### src/rtl/sobel_frame_writer_if.sv
// Stream-in / BRAM-write bundle for sobel_frame_writer.
// Optional threshold input appears when SOBEL_WR_BINARIZE_EN is defined.
interface sobel_frame_writer_if #(
  parameter int PIX_W  = 8,
  parameter int ADDR_W = 17
);
  logic              start;
  logic              in_valid;
  logic              in_ready;
  logic [PIX_W-1:0]  in_pixel;
  logic              mem_we;
  logic [ADDR_W-1:0] mem_addr;
  logic [PIX_W-1:0]  mem_wdata;
  logic              busy;
  logic              done;
`ifdef SOBEL_WR_BINARIZE_EN
  logic [PIX_W-1:0]  threshold;

  modport master (
    output start, in_valid, in_pixel, threshold,
    input  in_ready, mem_we, mem_addr, mem_wdata, busy, done
  );
  modport slave (
    input  start, in_valid, in_pixel, threshold,
    output in_ready, mem_we, mem_addr, mem_wdata, busy, done
  );
`else
  modport master (
    output start, in_valid, in_pixel,
    input  in_ready, mem_we, mem_addr, mem_wdata, busy, done
  );
  modport slave (
    input  start, in_valid, in_pixel,
    output in_ready, mem_we, mem_addr, mem_wdata, busy, done
  );
`endif
endinterface

### src/rtl/sobel_frame_writer.sv
// Raster-walks an IMG_W x IMG_H frame, writing Sobel results to interior pixels and 0 to borders.
// Define SOBEL_WR_BINARIZE_EN to threshold interior results to all-ones / zero.
module sobel_frame_writer #(
  parameter int IMG_W     = 320,
  parameter int IMG_H     = 240,
  parameter int PIX_W     = 8,
  parameter int ADDR_W    = 17,
  parameter int BASE_ADDR = 0
) (
  input  logic                  clk,
  input  logic                  rstn,
  sobel_frame_writer_if.slave   bus
);
  // state | meaning
  // IDLE  | waiting for start
  // RUN   | walking the frame, one position per advance
  // DONE  | frame complete; held until start is low
  localparam logic [1:0] IDLE = 2'd0;
  localparam logic [1:0] RUN  = 2'd1;
  localparam logic [1:0] DONE = 2'd2;

  localparam int CW = $clog2(IMG_W);
  localparam int RW = $clog2(IMG_H);
  localparam logic [CW-1:0] COL_LAST = CW'(IMG_W - 1);
  localparam logic [RW-1:0] ROW_LAST = RW'(IMG_H - 1);

  logic [1:0]        state;
  logic [RW-1:0]     row;
  logic [CW-1:0]     col;
  logic [ADDR_W-1:0] addr;
  logic              we_q;
  logic [ADDR_W-1:0] addr_q;
  logic [PIX_W-1:0]  wdata_q;

  logic             border;
  logic             advance;
  logic             last_pos;
  logic [PIX_W-1:0] interior_val;

  assign border   = (row == '0) || (row == ROW_LAST) || (col == '0) || (col == COL_LAST);
  assign last_pos = (row == ROW_LAST) && (col == COL_LAST);
  assign advance  = (state == RUN) && (border || bus.in_valid);

`ifdef SOBEL_WR_BINARIZE_EN
  assign interior_val = (bus.in_pixel >= bus.threshold) ? {PIX_W{1'b1}} : '0;
`else
  assign interior_val = bus.in_pixel;
`endif

  always_ff @(posedge clk) begin
    if (!rstn) begin
      state   <= IDLE;
      row     <= '0;
      col     <= '0;
      addr    <= '0;
      we_q    <= 1'b0;
      addr_q  <= '0;
      wdata_q <= '0;
    end else begin
      we_q <= 1'b0;
      case (state)
        IDLE: begin
          if (bus.start) begin
            state <= RUN;
            row   <= '0;
            col   <= '0;
            addr  <= ADDR_W'(BASE_ADDR);
          end
        end
        RUN: begin
          if (advance) begin
            we_q    <= 1'b1;
            addr_q  <= addr;
            wdata_q <= border ? '0 : interior_val;
            addr    <= addr + 1'b1;
            if (col == COL_LAST) begin
              col <= '0;
              row <= row + 1'b1;
            end else begin
              col <= col + 1'b1;
            end
            if (last_pos) state <= DONE;
          end
        end
        DONE: begin
          if (!bus.start) state <= IDLE;
        end
        default: state <= IDLE;
      endcase
    end
  end

  assign bus.in_ready  = (state == RUN) && !border;
  assign bus.mem_we    = we_q;
  assign bus.mem_addr  = addr_q;
  assign bus.mem_wdata = wdata_q;
  assign bus.busy      = (state == RUN);
  assign bus.done      = (state == DONE);

endmodule

### src/flat_wrapper.sv
// flat-port wrapper written by rule: the top's interface ports become plain ports
module sobel_frame_writer_flat 
#(
  parameter int IMG_W     = 320,
  parameter int IMG_H     = 240,
  parameter int PIX_W     = 8,
  parameter int ADDR_W    = 17,
  parameter int BASE_ADDR = 0
)
  (clk, rstn, bus_start, bus_in_valid, bus_in_pixel, bus_in_ready, bus_mem_we, bus_mem_addr, bus_mem_wdata, bus_busy, bus_done);
  sobel_frame_writer_if #(.PIX_W(PIX_W), .ADDR_W(ADDR_W)) bus_i ();
  input  logic clk;
  input  logic rstn;
  input wire logic [$bits(bus_i.start)-1:0] bus_start;
  input wire logic [$bits(bus_i.in_valid)-1:0] bus_in_valid;
  input wire logic [$bits(bus_i.in_pixel)-1:0] bus_in_pixel;
  output wire logic [$bits(bus_i.in_ready)-1:0] bus_in_ready;
  output wire logic [$bits(bus_i.mem_we)-1:0] bus_mem_we;
  output wire logic [$bits(bus_i.mem_addr)-1:0] bus_mem_addr;
  output wire logic [$bits(bus_i.mem_wdata)-1:0] bus_mem_wdata;
  output wire logic [$bits(bus_i.busy)-1:0] bus_busy;
  output wire logic [$bits(bus_i.done)-1:0] bus_done;
  assign bus_i.start = bus_start;
  assign bus_i.in_valid = bus_in_valid;
  assign bus_i.in_pixel = bus_in_pixel;
  assign bus_in_ready = bus_i.in_ready;
  assign bus_mem_we = bus_i.mem_we;
  assign bus_mem_addr = bus_i.mem_addr;
  assign bus_mem_wdata = bus_i.mem_wdata;
  assign bus_busy = bus_i.busy;
  assign bus_done = bus_i.done;
  sobel_frame_writer #(.IMG_W(IMG_W), .IMG_H(IMG_H), .PIX_W(PIX_W), .ADDR_W(ADDR_W), .BASE_ADDR(BASE_ADDR)) u_core (.clk(clk), .rstn(rstn), .bus(bus_i));
endmodule
### config.mk
export PLATFORM = sky130hd
export DESIGN_NAME = sobel_frame_writer_flat
export DESIGN_NICKNAME = d
export VERILOG_FILES = /design/src/rtl/sobel_frame_writer_if.sv /design/src/rtl/sobel_frame_writer.sv /design/src/flat_wrapper.sv
export SDC_FILE = /design/constraint.sdc
export NUM_CORES = 1
export LEC_CHECK = 0
export ABC_AREA = 1
export BUFFER_PORTS_ARGS = -buffer_cell sky130_fd_sc_hd__buf_4
export CORE_ASPECT_RATIO = 1.5
export CORE_MARGIN = 4
export CORE_UTILIZATION = 53
export CTS_CLUSTER_DIAMETER = 200
export DETAILED_ROUTE_END_ITERATION = 10
export PLACE_DENSITY = 0.78
export REMOVE_ABC_BUFFERS = 1
export SYNTH_ARGS = -nofsm -noshare
export SYNTH_HDL_FRONTEND = slang
export SYNTH_SLANG_ARGS = --single-unit
### constraint.sdc
create_clock -name clk -period 2.1 [get_ports clk]
set_input_delay 0.315 -clock clk [delete_from_list [all_inputs] [get_ports clk]]
set_output_delay 0.315 -clock clk [all_outputs]
set_load 0.02 [all_outputs]
; ---- After elaboration in Yosys (flattened, before gate mapping)
; Index checks and enable logic that the tools add are counted.
[op_classes]
add_sub_neg = 3
n_eq_ne = 9
n_mux = 18
reduce_logical = 17
[ops]
columns = cell, n
row1 = $mux 17, 2
row2 = $pmux 17 s2, 1
row3 = $mux 8, 4
row4 = $mux 9, 3
row5 = $pmux 9 s2, 1
row6 = $add 17x1->17 const B, 1
row7 = $pmux 8 s2, 1
row8 = $add 9x1->9 const B, 1
row9 = $eq 9x9->1 const B, 1
row10 = $logic_not 9->1, 1
row11 = $add 8x1->8 const B, 1
row12 = $eq 8x8->1 const B, 1
row13 = $logic_not 8->1, 1
row14 = $mux 2, 4
row15 = $reduce_and 4->1, 2
row16 = $ne 2x1->1 const B, 3
row17 = $pmux 2 s3, 1
row18 = $logic_or 1x1->1, 4
row19 = $ne 2x2->1 const B, 2
row20 = $reduce_and 2->1, 2
row21 = $logic_and 1x1->1, 3
row22 = $reduce_and 3->1, 1
row23 = $eq 2x1->1 const B, 1
row24 = $eq 2x2->1 const B, 1
row25 = 4 further kinds, 4
[totals]
ff_bits = 62
inputBits = 12
out_inout_bits = 29

; ---- Logic depth before layout (Yosys ltp)
; Gate-level depths: netlist of the first run.
[logic_depth]
word_depth = 8
depth_mapped = 13
mapped_depth_nobuf = 13

; ---- Least setup slack after synthesis of the first run
; No wires, ideal clock.
[synth_timing]
kind = register to output
startpoint = register u_core.col[0]
endpoint = output bus_in_ready
t_arrival_ns = 1.351
t_required_ns = 1.785
path_slack_ns = 0.434
path_stages_with_launch = 7
path_buffers = 0
path_cell_list = dfxtp_1 -> ha_1 -> nand2_1 -> nor2_2 -> nand4_2 -> nand2_1 -> nor3_1
[synth_via]
elab_chain_cells = 5
[synth_rtl]
columns = item, line
row1 = "start, declared", sobel_frame_writer.sv:29  ; logic [CW-1:0] col;
row2 = "start signal, assigned", sobel_frame_writer.sv:80  ; col <= col + 1'b1;
row3 = $logic_not 9->1, sobel_frame_writer.sv:40  ; assign border = (row == '0) || (row == ROW_LAST) || (col == '0) || (col == COL_LAST);
row4 = $logic_or 1x1->1, sobel_frame_writer.sv:40
row5 = $logic_or 1x1->1 (*), sobel_frame_writer.sv:40
row6 = $logic_not 1->1 (*), sobel_frame_writer.sv:93  ; assign bus.in_ready = (state == RUN) && !border;
row7 = $logic_and 1x1->1 (*), sobel_frame_writer.sv:93
row8 = "end, declared", flat_wrapper.sv:17  ; output wire logic [$bits(bus_i.in_ready)-1:0] bus_in_ready;
; Mark *: on every way between the ends. The rest lies on a longest branch, timed or not.

; ---- Final worst setup path of the first run
; Same ends and word-level chain as after synthesis.

==> results of run 1 <==
[power by group]
group / internal, mW / switching, mW / total (mW) / leakage, nW
clock network: 0.661 / 0.472 / 1.13 / 0.113
logic: 0.246 / 0.444 / 0.689 / 1.11
registers: 1.27 / 0.0652 / 1.33 / 0.506
total: 2.17 / 0.981 / 3.15 / 1.73
[logic make-up (layout without fill, tap and decap cells)]
logic type               Yosys count  in the layout
adder cells (fa/ha/maj)            5              5
flip-flops                        62             62
buffers and inverters             77            119
XOR/XNOR                           6              6
AND/OR/NAND/NOR                  303            304
AO/OA/AOI/OAI                     59             59
[path summary, 6_finish.rpt]
check                           slack, ns  cells after the start                                   end
worst max register to register       0.20                     11          u_core.addr[13]$_SDFFE_PN0P_
worst max-delay path                  0.1                      7                          bus_in_ready
worst min-delay path                 0.25                      3  u_core.bus.mem_wdata[4]$_SDFFE_PN0P_
worst min register to register       0.48                      2  u_core.bus.mem_addr[13]$_SDFFE_PN0P_
[registers in the layout, indices dropped and copies added (netlist names)]
name	count
u_core.row	8
u_core.bus.mem_addr	17
u_core.state	2
u_core.bus.mem_wdata	8
u_core.bus.mem_we	1
u_core.col	9
u_core.addr	17
[worst reg2reg max path, cell delays in order, from the launching register on]
cell	delay, ns
dfxtp_1	0.38
ha_1	0.21
nand2_1	0.09
nor2_2	0.12
nand3_2	0.10
nand2_2	0.14
nor2_8	0.08
nand3_4	0.11
nand3_2	0.33
nand2_1	0.16
inv_1	0.05
nor2_1	0.09
[layer usage]
layer	track usage (%)	up-vias	routed length [um]
li1	-	1728	-
met2	39.8	112	4200
met1	23.8	1574	3280
met3	3.94	25	435
met5	0	-	0
met4	12.0	0	239
[stage by stage]
step	cells	instance area, sq um	utilization (%)	setup slack (ns)
2_1_floorplan	490	3290	-	0.273
4_1_cts	628	3960	63.7	0.00908
5_1_grt	629	4000	64.2	0.0152
6_report	629	4000	64.2	0.0979
3_5_place_dp	612	3750	60.3	0.191
3_3_place_gp	612	3750	60.3	0.241
[timing repair]
item / in CTS / in global routing
resized for setup: 0 / 4
buffers inserted: 0 / 0
endpoints found under the setup margin: 0 / 12
[area by class of cell]
type / instances / area (sq um) / share of cell area, %
clock inverters: 7 / 88.8 / 2.22
repair buffers: 48 / 360 / 9.02
clock buffers: 9 / 124 / 3.10
flip-flops and latches: 62 / 1240 / 31.1
multi-input cells: 374 / 1880 / 47.0
inverters: 55 / 209 / 5.23
well taps: 74 / 92.6 / 2.32
[synthesized netlist by cell type (2+ instances only)]
library cell / instances / share of area, %
nand3_1: 40 / 5.8
inv_2: 4 / 0.44
ha_1: 5 / 1.8
xor2_1: 5 / 1.3
nand3_4: 3 / 1.5
nor2_8: 2 / 1.2
buf_2: 6 / 0.87
dfxtp_1: 62 / 36
clkbuf_1: 8 / 0.87
nor2b_1: 2 / 0.36
a21oi_1: 29 / 4.2
o21ai_0: 17 / 2.5
nor3_1: 3 / 0.44
nor2_4: 5 / 1.6
o21ai_1: 12 / 1.7
nor2_2: 5 / 0.91
nand3_2: 2 / 0.58
nand2_1: 112 / 12
inv_1: 49 / 5.3
buf_6: 7 / 2.3
nand4_1: 28 / 5.1
nor2_1: 96 / 10
==> flow_metrics.env, run 1 <==
export IMPL_r2r_start="u_core.row[1]$_SDFFE_PN0P_"
export IMPL_crit_path_start="u_core.col[0]$_SDFFE_PN0P_"
export IMPL_grt_max_degree=45
export IMPL_gp_congestion=0.902
export IMPL_fin_skew_ns=0.00993
export IMPL_synthAdderAreaFrac_pct=1.82
export IMPL_crit_required_ns=1.78
export IMPL_synth_cells=512
export IMPL_synthSimpleGateAreaFrac_pct=41.6
export IMPL_power_mw=3.15
export IMPL_area_growth_pct=16.1
export IMPL_slew_violations=0
export IMPL_path_class="flip-flop to output pin"
export IMPL_final_common_cell="nand2_1"
export IMPL_syn_area_sq_um=3440
export IMPL_min_path_type="primary input to flip-flop"
export IMPL_leakage_nw=1.73
export IMPL_antenna_cells=0
export IMPL_synth_seq_area_share_pct=36.1
export IMPL_io_pins=41
export IMPL_worstPathMaxFanout=4
export IMPL_hold_buffers=0
export IMPL_die_y_um=107
export IMPL_nets=567
export IMPL_setup_viol_count_final=0
export IMPL_grtUsageTotal_pct=22.2
export IMPL_slowest_stage="dfxtp_1"
export IMPL_io_buffers=40
export IMPL_dieArea_sq_um=7870
export IMPL_synth_area_per_cell_sq_um=6.72
export IMPL_die_w_um=73.8
export IMPL_setup_worst_path_end_class="output pin"
export IMPL_fin_crit_sh_pct=95.3
export IMPL_timing_final_crit_period_ns=2.00
export IMPL_grt_overflow=0
export IMPL_dp_hpwl_um=5560
export IMPL_dr_pass1_iters=4
export IMPL_synth_top_family_by_area="simple AND/OR/NAND/NOR gates"
export IMPL_fmax_ghz=0.499
export IMPL_powerDensity_nw_per_um2=789
export IMPL_cts_max_level=3
export IMPL_worstHoldStart="bus_in_pixel[4]"
export IMPL_cts_buffers=9
export IMPL_vias=3439
export IMPL_cts_root_buf="clkbuf_8"
export IMPL_ant_nets=0
export IMPL_wl_per_cell_um=13.0
export IMPL_synthXorXnorAreaFrac_pct=1.53
export IMPL_ys_types=32
export IMPL_grt_pass1_wl_um=14000
export IMPL_cap_viol_max_count=0
export IMPL_worst_slew_pin_slew_ns=0.429
export IMPL_fillers=579
export IMPL_floorplan_initialDensity_pct=55.3
export IMPL_cp_start_kind="flip-flop"
export IMPL_outcome="finished, final reports clean"
export IMPL_synth_flop_cell="dfxtp_1"
export IMPL_drive_gt1_share_pct=16.8
export IMPL_core_area_sq_um=6220
export IMPL_crit_buf_inv=1
export IMPL_synth_compound_area_share_pct=8.65
export IMPL_synth_seq_cells=62
export IMPL_num_rows=35
export IMPL_crit_chain="ha_1 -> nand2_1 -> nor2_4 -> nand4_4 -> nand2_2 -> nor3_1 -> buf_4"
export IMPL_drtIter0Drc=151
export IMPL_slew_headroom_pct=71.3
export IMPL_arrival_ns=1.69
export IMPL_vias_per_cell=5.47
export IMPL_critical_path_top_delay_family="simple AND/OR/NAND/NOR gates"
export IMPL_max_stage_delay_ns=0.37
export IMPL_ys_warn_count=0
export IMPL_setup_tns_ns=0
export IMPL_antenna_found_initial=0
export IMPL_clk_pin_slew_ns=0.07
export IMPL_drc=0
export IMPL_clock_path_buffers=2
export IMPL_synth_mux_area_share_pct=0
export IMPL_final_cell_mix="nand2_1 (111), nor2_1 (96), dfxtp_1 (62)"
export IMPL_hold_viol=0
export IMPL_rsz0062_at_grt="no"
export IMPL_synth_async_reset_ratio_pct=0
export IMPL_clk_latency_ns=0.34
export IMPL_grt_pass1_vias=3318
export IMPL_cts_tree="built"
export IMPL_holdWs_ns=0.252
export IMPL_clock_sinks=62
export IMPL_synth_edf_count=0
export IMPL_drt_total_wl_um=8160
export IMPL_ir_worst_vdd_mv=0.336
Note: power is estimated with default switching activity, not from simulation.
==> inputs of run 2 (changes only) <==
--- a/config.mk
+++ b/config.mk
@@ -12,6 +12,7 @@
 export CORE_UTILIZATION = 53
 export CTS_CLUSTER_DIAMETER = 200
 export DETAILED_ROUTE_END_ITERATION = 10
+export MAX_ROUTING_LAYER = met4
 export PLACE_DENSITY = 0.78
 export REMOVE_ABC_BUFFERS = 1
 export SYNTH_ARGS = -nofsm -noshare
==> flow_metrics.env, run 2 (synthesis gave the netlist of run 1 again) <==
export IMPL_slew_headroom_pct=70.5
export IMPL_r2r_end="u_core.bus.mem_addr[0]$_SDFFE_PN0P_"
export IMPL_slew_violations=0
export IMPL_ant_nets=0
export IMPL_dp_hpwl_um=5690
export IMPL_core_area_sq_um=6220
export IMPL_timing_final_crit_period_ns=2.00
export IMPL_leakage_nw=1.71
export IMPL_rsz0062_at_grt="no"
export IMPL_drt_total_wl_um=8300
export IMPL_fmax_ghz=0.500
export IMPL_crit_required_ns=1.78
export IMPL_io_buffers=40
export IMPL_multi_input_area_sq_um=1880
export IMPL_grt_pass1_vias=3198
export IMPL_cts_buffers=9
export IMPL_fillers=573
export IMPL_vias_per_cell=5.32
export IMPL_powerDensity_nw_per_um2=769
export IMPL_die_y_um=107
export IMPL_hold_buffers=0
export IMPL_r2r_cells=12
export IMPL_clk_pin_slew_ns=0.08
export IMPL_power_mw=3.07
export IMPL_area_growth_pct=15.9
export IMPL_final_common_cell="nand2_1"
export IMPL_cts_max_level=3
export IMPL_wl_per_cell_um=13.2
export IMPL_drc=0
export IMPL_die_w_um=73.8
export IMPL_grt_pass1_wl_um=14100
export IMPL_nets=567
export IMPL_cp_start_kind="flip-flop"
export IMPL_post_cts_repair_setup_buffers=0
export IMPL_worstPathMaxFanout=4
export IMPL_setup_tns_ns=0
export IMPL_r2r_start="u_core.row[1]$_SDFFE_PN0P_"
export IMPL_dp_cells=612
export IMPL_cts_tree="built"
export IMPL_num_rows=35
export IMPL_fin_crit_sh_pct=95.3
export IMPL_clock_path_buffers=2
export IMPL_drive_gt1_share_pct=17.1
export IMPL_crit_path_start="u_core.col[1]$_SDFFE_PN0P_"
export IMPL_worst_r2r_setup_slack_ns=0.22
export IMPL_path_class="flip-flop to output pin"
export IMPL_final_cell_mix="nand2_1 (111), nor2_1 (96), dfxtp_1 (61)"
export IMPL_grtUsageTotal_pct=22.9
export IMPL_grt_max_degree=45
export IMPL_ir_worst_vdd_mv=0.488
export IMPL_fin_skew_ns=0.0128
export IMPL_final_cell_count_no_fill=629
export IMPL_grt_overflow=0
export IMPL_utilization_pct=64.1
export IMPL_arrival_ns=1.69
export IMPL_hold_viol=0
export IMPL_gp_congestion=0.919
export IMPL_outcome="finished, final reports clean"
export IMPL_cap_viol_max_count=0
export IMPL_drtIter0Drc=225
export IMPL_min_path_type="primary input to flip-flop"
export IMPL_seqCellArea_sq_um=1240
export IMPL_dieArea_sq_um=7870
export IMPL_dr_pass1_iters=5
export IMPL_clk_latency_ns=0.35
export IMPL_crit_end="bus_in_ready"
export IMPL_clock_sinks=62
export IMPL_vias=3346
export IMPL_antenna_found_initial=0
export IMPL_floorplan_initialDensity_pct=55.3
export IMPL_io_pins=41
export IMPL_antenna_cells=0
export IMPL_worst_slew_pin_slew_ns=0.441
export IMPL_cts_root_buf="clkbuf_8"
export IMPL_setup_worst_path_end_class="output pin"
export IMPL_setup_viol_count_final=0
run 2: power by group:
group	internal (mW)	total [mW]	switching, mW
logic	0.245	0.685	0.441
registers	1.27	1.33	0.0669
clock network	0.549	1.05	0.500
total	2.06	3.07	1.01
run 2: layout make-up:
type | count | area share [%]
inverters | 55 | 5.30
clock inverters | 7 | 1.82
flip-flops and latches | 62 | 31.2
clock buffers | 9 | 3.11
repair buffers | 48 | 9.04
multi-input cells | 374 | 47.2
well taps | 74 | 2.32
run 2: worst min path at each step:
stage | startpoint | end | slack (ns) | cells after the start
after detailed placement | u_core.bus.mem_addr[5]$_SDFFE_PN0P_ | u_core.bus.mem_addr[5]$_SDFFE_PN0P_ | 0.47 | 2
after CTS | bus_in_pixel[1] | u_core.bus.mem_wdata[1]$_SDFFE_PN0P_ | 0.23 | 3
after global routing | bus_in_pixel[2] | u_core.bus.mem_wdata[2]$_SDFFE_PN0P_ | 0.24 | 3
after global placement | u_core.bus.mem_addr[10]$_SDFFE_PN0P_ | u_core.bus.mem_addr[10]$_SDFFE_PN0P_ | 0.47 | 2
final | bus_in_pixel[1] | u_core.bus.mem_wdata[1]$_SDFFE_PN0P_ | 0.24 | 3
after floorplan | rstn | u_core.row[4]$_SDFFE_PN0P_ | 0.44 | 2
run 2: worst max-delay path, cell delays in order (launching register included):
cell and delay (ns):
dfxtp_1 0.40, ha_4 0.17, nand2_1 0.10, nor2_4 0.18, nand4_4 0.13, nand2_2 0.13
nor3_1 0.06, buf_4 0.16
run 2: metal layers:
| metal | GRT usage, % | share of wire (%) | vias to the layer above |
|---|---|---|---|
| li1 | - | - | 1729 |
| met1 | 25.9 | 39 | 1478 |
| met2 | 38.2 | 52 | 110 |
| met3 | 3.47 | 5.8 | 29 |
| met4 | 12.0 | 3.4 | 0 |
| met5 | - | 0 | - |
run 2: repair_timing:
| action | in CTS | in global routing |
|---|---|---|
| gates cloned | 0 | 1 |
| gates resized for setup | 1 | 6 |
| pin swaps | 0 | 1 |
| endpoints found under the setup margin | 1 | 7 |
run 2: per-stage QoR:
stage	hold WS (ns)	setup slack, ns	area [sq um]
4_1_cts	0.234	0.00682	3950
6_report	0.239	0.0984	3990
3_3_place_gp	0.466	0.242	3750
5_1_grt	0.244	0.0106	3990
2_1_floorplan	0.435	0.273	3290
3_5_place_dp	0.472	0.173	3750
